File: config.mk
export PLATFORM = sky130hd
export DESIGN_NAME = ei_divider
export DESIGN_NICKNAME = d
export VERILOG_FILES = /design/src/rtl/ei_divider.sv
export SDC_FILE = /design/constraint.sdc
export NUM_CORES = 1
export LEC_CHECK = 0
export BUFFER_PORTS_ARGS = -buffer_cell sky130_fd_sc_hd__buf_2
export CORE_ASPECT_RATIO = 1.25
export CORE_MARGIN = 2
export CORE_UTILIZATION = 57
export CTS_BUF_LIST = sky130_fd_sc_hd__clkbuf_4 sky130_fd_sc_hd__clkbuf_8
export DETAILED_ROUTE_END_ITERATION = 12
export PLACE_DENSITY = 0.79
export SLEW_MARGIN = 20
export SYNTH_ARGS = -nofsm -noshare
export SYNTH_HDL_FRONTEND = slang
export SYNTH_SLANG_ARGS = --single-unit
File: constraint.sdc
create_clock -name clk -period 2.65 [get_ports clk]
set_input_delay 0.53 -clock clk [delete_from_list [all_inputs] [get_ports clk]]
set_output_delay 0.53 -clock clk [all_outputs]
set_load 0.02 [all_outputs]
File: src/rtl/ei_divider.sv
// ei_divider: sequential unsigned restoring divider.
// Produces one quotient bit per enabled cycle. Handshake is start/busy/done,
// and the en input stalls every register in the block.
module ei_divider #(
    parameter int unsigned DVD_W = 16,
    parameter int unsigned DVS_W = 8
) (
    input  logic             clk,
    input  logic             rst,
    input  logic             en,
    input  logic             start,
    input  logic [DVD_W-1:0] dividend,
    input  logic [DVS_W-1:0] divisor,
    output logic             busy,
    output logic             done,
    output logic [DVD_W-1:0] q_out,
    output logic [DVS_W-1:0] r_out,
    output logic             div_zero
);

    localparam int unsigned    CNT_W = $clog2(DVD_W) + 1;
    localparam logic [CNT_W-1:0] LAST = CNT_W'(DVD_W - 1);

    typedef enum logic [0:0] {
        IDLE = 1'b0,
        RUN  = 1'b1
    } state_t;

    state_t state, state_nxt;

    // Working registers
    logic [DVS_W:0]   rem;
    logic [DVD_W-1:0] shreg;
    logic [DVS_W-1:0] dvs;
    logic [CNT_W-1:0] cnt;

    // Combinational step results and control decodes
    logic [DVS_W:0]   trial;
    logic             ge;
    logic [DVS_W:0]   rem_nxt;
    logic [DVD_W-1:0] shreg_nxt;
    logic             accept_idle;
    logic             zero_req;
    logic             last_step;
    logic             chain;
    logic             load;

    assign busy = (state == RUN);

    // Next-state logic and one restoring-division step
    always_comb begin
        state_nxt   = state;
        trial       = {rem[DVS_W-1:0], shreg[DVD_W-1]};
        // rem[DVS_W] is always 0 while rem < dvs holds, but folding it into
        // the compare keeps the step correct for the full register width.
        ge          = rem[DVS_W] | (trial >= {1'b0, dvs});
        rem_nxt     = ge ? (trial - {1'b0, dvs}) : trial;
        shreg_nxt   = {shreg[DVD_W-2:0], ge};
        accept_idle = (state == IDLE) && start && (divisor != '0);
        zero_req    = (state == IDLE) && start && (divisor == '0);
        last_step   = (state == RUN) && (cnt == LAST);
        // A start on the completion edge is chained straight into a new run.
        // A zero divisor there is dropped: the completing result owns done.
        chain       = last_step && start && (divisor != '0);
        load        = accept_idle || chain;

        case (state)
            IDLE: begin
                if (accept_idle) begin
                    state_nxt = RUN;
                end
            end
            RUN: begin
                if (last_step && !chain) begin
                    state_nxt = IDLE;
                end
            end
            default: state_nxt = IDLE;
        endcase
    end

    // State register; holds while stalled
    always_ff @(posedge clk) begin
        if (rst) begin
            state <= IDLE;
        end else if (en) begin
            state <= state_nxt;
        end
    end

    // Working registers: load on accept, shift/subtract while running
    always_ff @(posedge clk) begin
        if (rst) begin
            rem   <= '0;
            shreg <= '0;
            dvs   <= '0;
            cnt   <= '0;
        end else if (en) begin
            if (load) begin
                rem   <= '0;
                shreg <= dividend;
                dvs   <= divisor;
                cnt   <= '0;
            end else if (state == RUN) begin
                rem   <= rem_nxt;
                shreg <= shreg_nxt;
                cnt   <= cnt + CNT_W'(1);
            end
        end
    end

    // Result registers and the one-cycle done pulse
    always_ff @(posedge clk) begin
        if (rst) begin
            done     <= 1'b0;
            q_out    <= '0;
            r_out    <= '0;
            div_zero <= 1'b0;
        end else if (en) begin
            done <= 1'b0;
            if (last_step) begin
                q_out    <= shreg_nxt;
                r_out    <= rem_nxt[DVS_W-1:0];
                div_zero <= 1'b0;
                done     <= 1'b1;
            end else if (zero_req) begin
                q_out    <= '1;
                r_out    <= dividend[DVS_W-1:0];
                div_zero <= 1'b1;
                done     <= 1'b1;
            end
        end
    end

endmodule

==> results of run 1 <==
-- routing by layer --
metal	up-vias	part of all wire (%)	GRT usage (%)
li1	1397	-	-
met1	1340	41	30.4
met2	92	51	45.6
met3	14	5.4	5.58
met4	0	2.1	12.8
met5	-	0	0
-- cell usage after synthesis (all sizes together), types with 2 or more instances --
| cell | instances | area share [%] |
|---|---|---|
| a211o | 2 | 0.58 |
| a211oi | 5 | 1.2 |
| a21boi | 2 | 0.62 |
| a21o | 3 | 0.75 |
| a21oi | 20 | 3.8 |
| a221oi | 2 | 0.79 |
| a222oi | 15 | 5.0 |
| a22oi | 3 | 0.75 |
| a311oi | 2 | 0.58 |
| and2 | 2 | 0.41 |
| and3 | 2 | 0.41 |
| buf | 10 | 2.1 |
| clkbuf | 10 | 1.2 |
| dfxtp | 65 | 43 |
| ha | 10 | 4.1 |
| inv | 14 | 1.7 |
| mux2i | 2 | 0.66 |
| nand2 | 48 | 6.0 |
| nand2b | 3 | 0.62 |
| nand3 | 5 | 0.83 |
| nand4 | 2 | 0.41 |
| nor2 | 66 | 8.3 |
| nor2b | 2 | 0.41 |
| nor3 | 20 | 3.5 |
| nor4 | 2 | 0.83 |
| o21a | 5 | 1.2 |
| o21ai | 23 | 3.9 |
| o22ai | 3 | 0.62 |
| or3 | 2 | 0.41 |
| xnor2 | 2 | 0.58 |
| xor2 | 3 | 0.87 |
-- state kept, by name (all words and copies together) (netlist names) --
name      cells
dvs           8
q_out        16
shreg        16
rem           9
done          1
busy          1
r_out         8
div_zero      1
cnt           5
-- area by class of cell --
class                           count  area [sq um]
Fill cell                         438          1570
Multi-Input combinational cell    267          1560
Inverter                           14          52.6
Timing Repair Buffer               59           308
Tap cell                           62          77.6
Clock inverter                      2          37.5
Sequential cell                    65          1300
Clock buffer                       13           166
-- logic make-up (layout without fill, tap and decap cells) --
| family | Yosys count | after routing |
|---|---|---|
| AO/OA/AOI/OAI | 92 | 92 |
| XOR/XNOR | 5 | 5 |
| adder cells (fa/ha/maj) | 11 | 11 |
| buffers and inverters | 34 | 88 |
| flip-flops | 65 | 65 |
| multiplexers | 2 | 2 |
| AND/OR/NAND/NOR | 157 | 157 |
-- worst max path at each step --
stage	startpoint	to
2_1_floorplan	shreg[15]	rem[8]
3_3_place_gp	divisor[7]	shreg[13]
3_5_place_dp	divisor[7]	shreg[12]
4_1_cts	cnt[0]	shreg[6]
5_1_grt	cnt[0]	shreg[7]
6_report	cnt[0]	shreg[6]
-- power groups by stage --
stage / Clock (mW) / Sequential, mW / Combinational, mW
finish: 0.854 / 1.02 / 0.349
global route: 0.900 / 1.03 / 0.387
CTS: 0.863 / 1.02 / 0.346
detailed placement: 0 / 1.05 / 0.342
global placement: 0 / 1.04 / 0.334
floorplan: 0 / 1.04 / 0.253
-- worst max-delay path, stage by stage (launching register included) --
cell	delay, ns
dfxtp_1	0.37
ha_1	0.18
and3_1	0.16
ha_1	0.26
nand2b_1	0.19
and3_1	0.75
a222oi_1	0.22
nor2_1	0.16
==> out/qor.yml, run 1 <==
status: "finished clean"
dp_slack_ns: 0.290
worstMarginPinSlew_ns: 0.876
hold_buffers: 0
clockRootBuffer: "clkbuf_8"
crit_type: "flip-flop to flip-flop"
track_usage_pct: 26.2
final_antenna_net_count: 0
syn_area_per_cell_sq_um: 8.25
gp_congestion: 0.879
finalHoldWorstSlack_ns: 0.447
power.density_mw_per_mm2: 635
cts_buffers: 9
setup_viol: 0
min_from: "divisor[5]"
slew_viol_final: 0
yosys.area_share.simple_pct: 22.9
rsz0062_at_grt: "no"
rows: 29
antenna_cells: 0
switching_power_mw: 0.589
postCtsSetupRepairBufs: 0
clk_pin_slew_worst_paths_ns: 0.07
post-route-worst-setup-slack_ns: 0.277
grt_pass1_vias: 2694
die_x_microns: 69.1
wl_microns: 7380
cp_max_fo: 25
cap_viol_max_count: 0
finClkSkew_ns: 0.0106
clockBufferDepth: 2
pin_count: 55
worst-r2r-cell-count: 7
layout-drive-gt1-share_pct: 20.2
synth_edf_count: 0
ys.flop_type: "dfxtp_1"
drtIter0Drc: 211
startpoint_type: "flip-flop"
ys_seq_area_share_pct: 43.1
p_total_mw: 2.23
first_pass_iters: 7
synth_cells: 366
post-dp-hpwl_microns: 5360
layout_min_cycle_time_ns: 2.37
synthesis.nets: 405
die_h_microns: 85.4
antenna_found_initial: 0
placed_area_sq_mm: 0.00330
grt_remaining_overflow: 0
synth_mux_area_share_pct: 0.663
hold_depth: 3
grt_first_pass_wirelength_microns: 12400
ys_seq_elements: 65
cts.sink_count: 65
grt_max_degree: 38
fin_area_sq_mm: 0.00351
combPwrFrac_pct: 15.7
synth-xor-area-share_pct: 1.45
yosysUniqueCellTypes: 51
htreeDepth: 3
peakVddDrop_v: 0.000536
synth_compound_area_share_pct: 22.0
synth_area_sq_mm: 0.00302
r2r_setup_slack_ns: 0.28
timing.final.crit_share_pct: 89.6
max_freq_ghz: 0.421
final_core_util_pct: 69.0
drc_errors: 0
cts_resized: 0
swShare_pct: 26.4
p_leak_nw: 1.48
vias: 2843
viasPerCell: 5.90
clkPwrFrac_pct: 38.3
io_buffers: 54
yosys_warnings: 0
hold_violations: 0
hold_end: "dvs[5]"
layout.cells.non_filler: 482
relSlewSlack_pct: 41.6
required_ns: 2.91
synth_fa_ha_area_share_pct: 4.81
rr_startpoint: "cnt[0]"
syn2layout_area_growth_pct: 16.2
p_int_mw: 1.64
core-area_sq_mm: 0.00508
synth_top_family_by_area: "simple AND/OR/NAND/NOR gates"
setup-tns-final_ns: 0
wl_per_cell_microns: 15.3
final_cell_mix: "65 x nor2_1, 65 x dfxtp_1, 54 x buf_2"
r2r_end: "shreg[6]"
async_flop_share_pct: 0
start_util_pct: 59.4
seq_power_share_pct: 46.0
cts_tree: "done"
worstSkewPairLatency_ns: 0.34
hold_class: "primary input to flip-flop"
crit_arrival_ns: 2.63
dp_cells: 467
endpoint_kind: "flip-flop"
nNetsFinal: 455
die-area_sq_mm: 0.00590
No activity file was read; power rests on OpenSTA's default activity.
==> run 2: changes to the inputs <==
CAP_MARGIN = 20   (was unset)
CORE_UTILIZATION = 41   (was 57)
PLACE_DENSITY = 0.67   (was 0.79)
==> run 2 against run 1 <==
  * Flip-flop and latch count did not move
  * Sequential share of layout area fell by 0.65 points
  * Maximum frequency rose by 1.6%
  * Core utilization fell by 20 points
  * First-iteration DRC count rose by 18%
==> out/qor.yml, run 2 (same netlist as run 1, synthesis figures left out) <==
endpoint: "shreg[8]"
p_int_mw: 1.67
p_leak_nw: 1.50
vias: 2756
crit_arrival_ns: 2.61
switching_power_mw: 0.600
cp_max_fo: 25
required_ns: 2.93
fillCellCount: 772
dp_cells: 499
cap_viol_max_count: 0
p_total_mw: 2.27
syn2layout_area_growth_pct: 18.3
io_buffers: 54
clockBufferDepth: 2
final_core_util_pct: 49.1
viasPerCell: 5.36
rows: 35
antenna_found_initial: 0
wl_per_cell_microns: 14.5
relSlewSlack_pct: 42.8
cts_tree: "done"
swShare_pct: 26.5
cts_buffers: 9
max_freq_ghz: 0.428
combPwrFrac_pct: 15.2
r2r_setup_slack_ns: 0.31
grt_first_pass_wirelength_microns: 12700
hold_violations: 0
die_x_microns: 80.7
grt_remaining_overflow: 0
layout_min_cycle_time_ns: 2.34
finalHoldWorstSlack_ns: 0.439
clk_pin_slew_worst_paths_ns: 0.07
antenna_cells: 0
die-area_sq_mm: 0.00807
start_util_pct: 41.5
drc_errors: 0
track_usage_pct: 20.1
peakVddDrop_v: 0.000372
die_h_microns: 99.9
final_antenna_net_count: 0
clkPwrFrac_pct: 39.6
rr_startpoint: "cnt[0]"
setup-tns-final_ns: 0
layout-drive-gt1-share_pct: 20.6
slew_viol_final: 0
status: "finished clean"
post-dp-hpwl_microns: 5500
drtIter0Drc: 250
startpoint_type: "flip-flop"
grt_max_degree: 37
worstMarginPinSlew_ns: 0.859
clockRootBuffer: "clkbuf_8"
worstSkewPairLatency_ns: 0.34
power.density_mw_per_mm2: 635
grt_pass1_vias: 2743
core-area_sq_mm: 0.00727
htreeDepth: 3
endpoint_kind: "flip-flop"
worst-r2r-cell-count: 7
cts.sink_count: 65
gp_congestion: 0.909
wl_microns: 7440
reg.largest.list: "q_out: 16 flops, shreg: 16 flops, rem: 9 flops"
finClkSkew_ns: 0.00726
pin_count: 55
setup_viol: 0
r2r_end: "shreg[8]"
layout.cells.non_filler: 514
postCtsSetupRepairBufs: 0
cp-startpoint: "cnt[0]"
final_cell_mix: "65 x nor2_1, 65 x dfxtp_1, 54 x buf_2"
seq_power_share_pct: 45.2
cts_resized: 0
nNetsFinal: 457
timing.final.crit_share_pct: 88.2
rsz0062_at_grt: "no"
crit_type: "flip-flop to flip-flop"
hold_buffers: 0
hold_class: "primary input to flip-flop"
min_from: "divisor[0]"
first_pass_iters: 7
-- run 2: critical path, stage by stage, from the launching register on --
cell and delay [ns]:
dfxtp_1 0.38, ha_1 0.19, and3_1 0.16, ha_1 0.25, nand2b_1 0.19, and3_1 0.74
a222oi_1 0.21, nor2_1 0.14
-- run 2: layout make-up --
type | count | area [sq um] | area share [%]
Clock buffer | 13 | 179 | 5.01
Tap cell | 92 | 115 | 3.22
Clock inverter | 2 | 35.0 | 0.981
Timing Repair Buffer | 61 | 323 | 9.04
Sequential cell | 65 | 1300 | 36.5
Multi-Input combinational cell | 267 | 1560 | 43.8
Inverter | 14 | 52.6 | 1.47
-- run 2: power groups by stage --
stage / Sequential, mW / Combinational (mW) / Clock [mW]
floorplan: 1.04 / 0.253 / 0
global placement: 1.04 / 0.337 / 0
detailed placement: 1.05 / 0.344 / 0
CTS: 1.02 / 0.346 / 0.916
global route: 1.03 / 0.386 / 0.950
finish: 1.02 / 0.346 / 0.898
-- run 2: worst min path at each step --
| stage | endpoint | slack [ns] | cells past startpoint |
|---|---|---|---|
| after floorplan | dvs[1] | 0.44 | 2 |
| after global placement | dvs[6] | 0.44 | 2 |
| after detailed placement | rem[8] | 0.45 | 2 |
| after CTS | dvs[0] | 0.43 | 3 |
| after global routing | dvs[5] | 0.45 | 3 |
| final | dvs[0] | 0.44 | 3 |
-- run 2: through the flow --
| stage | setup WS, ns | instance area, sq um |
|---|---|---|
| finish | 0.313 | 3570 |
| global placement | 0.394 | 3360 |
| floorplan | 0.636 | 3020 |
| CTS | 0.311 | 3570 |
| detailed placement | 0.326 | 3360 |
| global route | 0.0573 | 3570 |
-- run 2: layer usage --
| layer | part of all wire [%] | vias to the layer above | wire length, microns | track usage [%] |
|---|---|---|---|---|
| li1 | - | 1407 | - | - |
| met1 | 44 | 1267 | 3280 | 25.1 |
| met2 | 49 | 72 | 3620 | 33.5 |
| met3 | 5.6 | 10 | 414 | 5.13 |
| met4 | 1.7 | 0 | 127 | 6.91 |
| met5 | 0 | - | 0 | 0 |
==> run 3: changes to the inputs <==
BUFFER_PORTS_ARGS = unset   (was -buffer_cell sky130_fd_sc_hd__buf_2)
DONT_BUFFER_PORTS = 1   (was unset)
PLACE_DENSITY = 0.6   (was 0.67)
==> run 3 against run 2 <==
  * Critical path depth unchanged
  * First-iteration DRC count down 22%
  * Non-clock buffer count down 56
  * Largest power group unchanged
==> out/qor.yml, run 3 (same netlist as run 1, synthesis figures left out) <==
crit_chain: "ha_1 -> and3_1 -> ha_1 -> nand2b_1 -> and3_1 -> a222oi_1 -> nor2_1"
gp_congestion: 0.871
finClkSkew_ns: 0.00505
top_layer: "met4"
hold_buffers: 0
slew_viol_final: 0
start_util_pct: 41.5
post-dp-hpwl_microns: 5340
fillCellCount: 763
clockBufferDepth: 2
min_from: "rst"
pin_count: 55
grt_remaining_overflow: 0
core-area_sq_mm: 0.00727
viasPerCell: 5.59
die_h_microns: 99.9
peakVddDrop_v: 0.000345
wl_met3_microns: 364
cp_slowest_cell: "and3_1"
drc_errors: 0
postCtsSetupRepairBufs: 0
timing.final.crit_share_pct: 87.8
cts_resized: 0
crit_type: "flip-flop to flip-flop"
grt_max_degree: 61
antenna_cells: 0
finalHoldWorstSlack_ns: 0.268
slowest_delay_ns: 0.77
cap_viol_max_count: 0
grt_first_pass_wirelength_microns: 11500
hold_violations: 0
reg.largest.list: "q_out: 16 flops, shreg: 16 flops, rem: 9 flops"
required_ns: 2.91
clockRootBuffer: "clkbuf_8"
route.met2.wl_microns: 3680
wl_per_cell_microns: 15.5
met1_length_microns: 3020
final_cell_mix: "65 x nor2_1, 65 x dfxtp_1, 48 x nand2_1"
p_leak_nw: 1.23
antenna_found_initial: 0
rsz0062_at_grt: "no"
cts_buffers: 9
register_area_sq_mm: 0.00130
setup_viol: 0
worst-r2r-cell-count: 7
nNetsFinal: 401
htreeDepth: 3
hold_class: "primary input to flip-flop"
final_antenna_net_count: 0
setup-tns-final_ns: 0
rr_startpoint: "cnt[0]"
dp_slack_ns: 0.326
vias: 2565
crit_arrival_ns: 2.59
syn2layout_area_growth_pct: 8.37
track_usage_pct: 18.5
status: "finished clean"
fin_area_sq_mm: 0.00327
dp_cells: 443
cts_tree: "done"
placed_area_sq_mm: 0.00307
clk_pin_slew_worst_paths_ns: 0.07
crit_buf_inv: 0
startpoint_type: "flip-flop"
multi_input_area_sq_mm: 0.00156
layout-drive-gt1-share_pct: 8.72
power.density_mw_per_mm2: 660
layout.cells.non_filler: 459
path_depth: 7
post-route-worst-setup-slack_ns: 0.324
max_freq_ghz: 0.430
layout_min_cycle_time_ns: 2.33
relSlewSlack_pct: 40.5
cp_max_fo: 25
worstSkewPairLatency_ns: 0.33
endpoint_kind: "flip-flop"
cp_top_family: "simple AND/OR/NAND/NOR gates"
die_x_microns: 80.7
worstMarginPinSlew_ns: 0.892
hold_depth: 1
hold_end: "dvs[5]"
rows: 35
cts.sink_count: 65
r2r_setup_slack_ns: 0.32
wl_microns: 7140
io_buffers: 0
grt_pass1_vias: 2437
die-area_sq_mm: 0.00807
first_pass_iters: 8
drtIter0Drc: 196
r2r_end: "shreg[2]"
## run 3: worst max path at each step
stage               startpoint        to
floorplan            shreg[15]    rem[8]
global placement        cnt[0]  shreg[8]
detailed placement      cnt[0]  shreg[1]
CTS                     cnt[0]  shreg[2]
global route            cnt[0]  shreg[8]
finish                  cnt[0]  shreg[2]
## run 3: power by group
group	switching, mW	internal, mW	total, mW
combinational	0.178	0.118	0.296
sequential	0.0229	1.00	1.03
clock	0.348	0.489	0.837
## run 3: per-layer routing
metal,vias up,GRT usage (%)
met5,-,0
met4,0,6.26
met3,6,5.49
met2,47,32.0
met1,1211,21.8
li1,1301,-
## run 3: through the flow
step                total power, mW  utilization [%]
finish                         2.16             45.0
global route                   2.26             45.0
CTS                            2.18             45.0
detailed placement             1.34             42.2
global placement               1.34             42.2
floorplan                      1.29                -
## run 3: cell type report
| class | count | share of cell area (%) |
|---|---|---|
| Multi-Input combinational cell | 267 | 47.8 |
| Sequential cell | 65 | 39.8 |
| Clock buffer | 13 | 4.90 |
| Tap cell | 92 | 3.52 |
| Inverter | 14 | 1.61 |
| Clock inverter | 3 | 1.22 |
| Timing Repair Buffer | 5 | 1.15 |
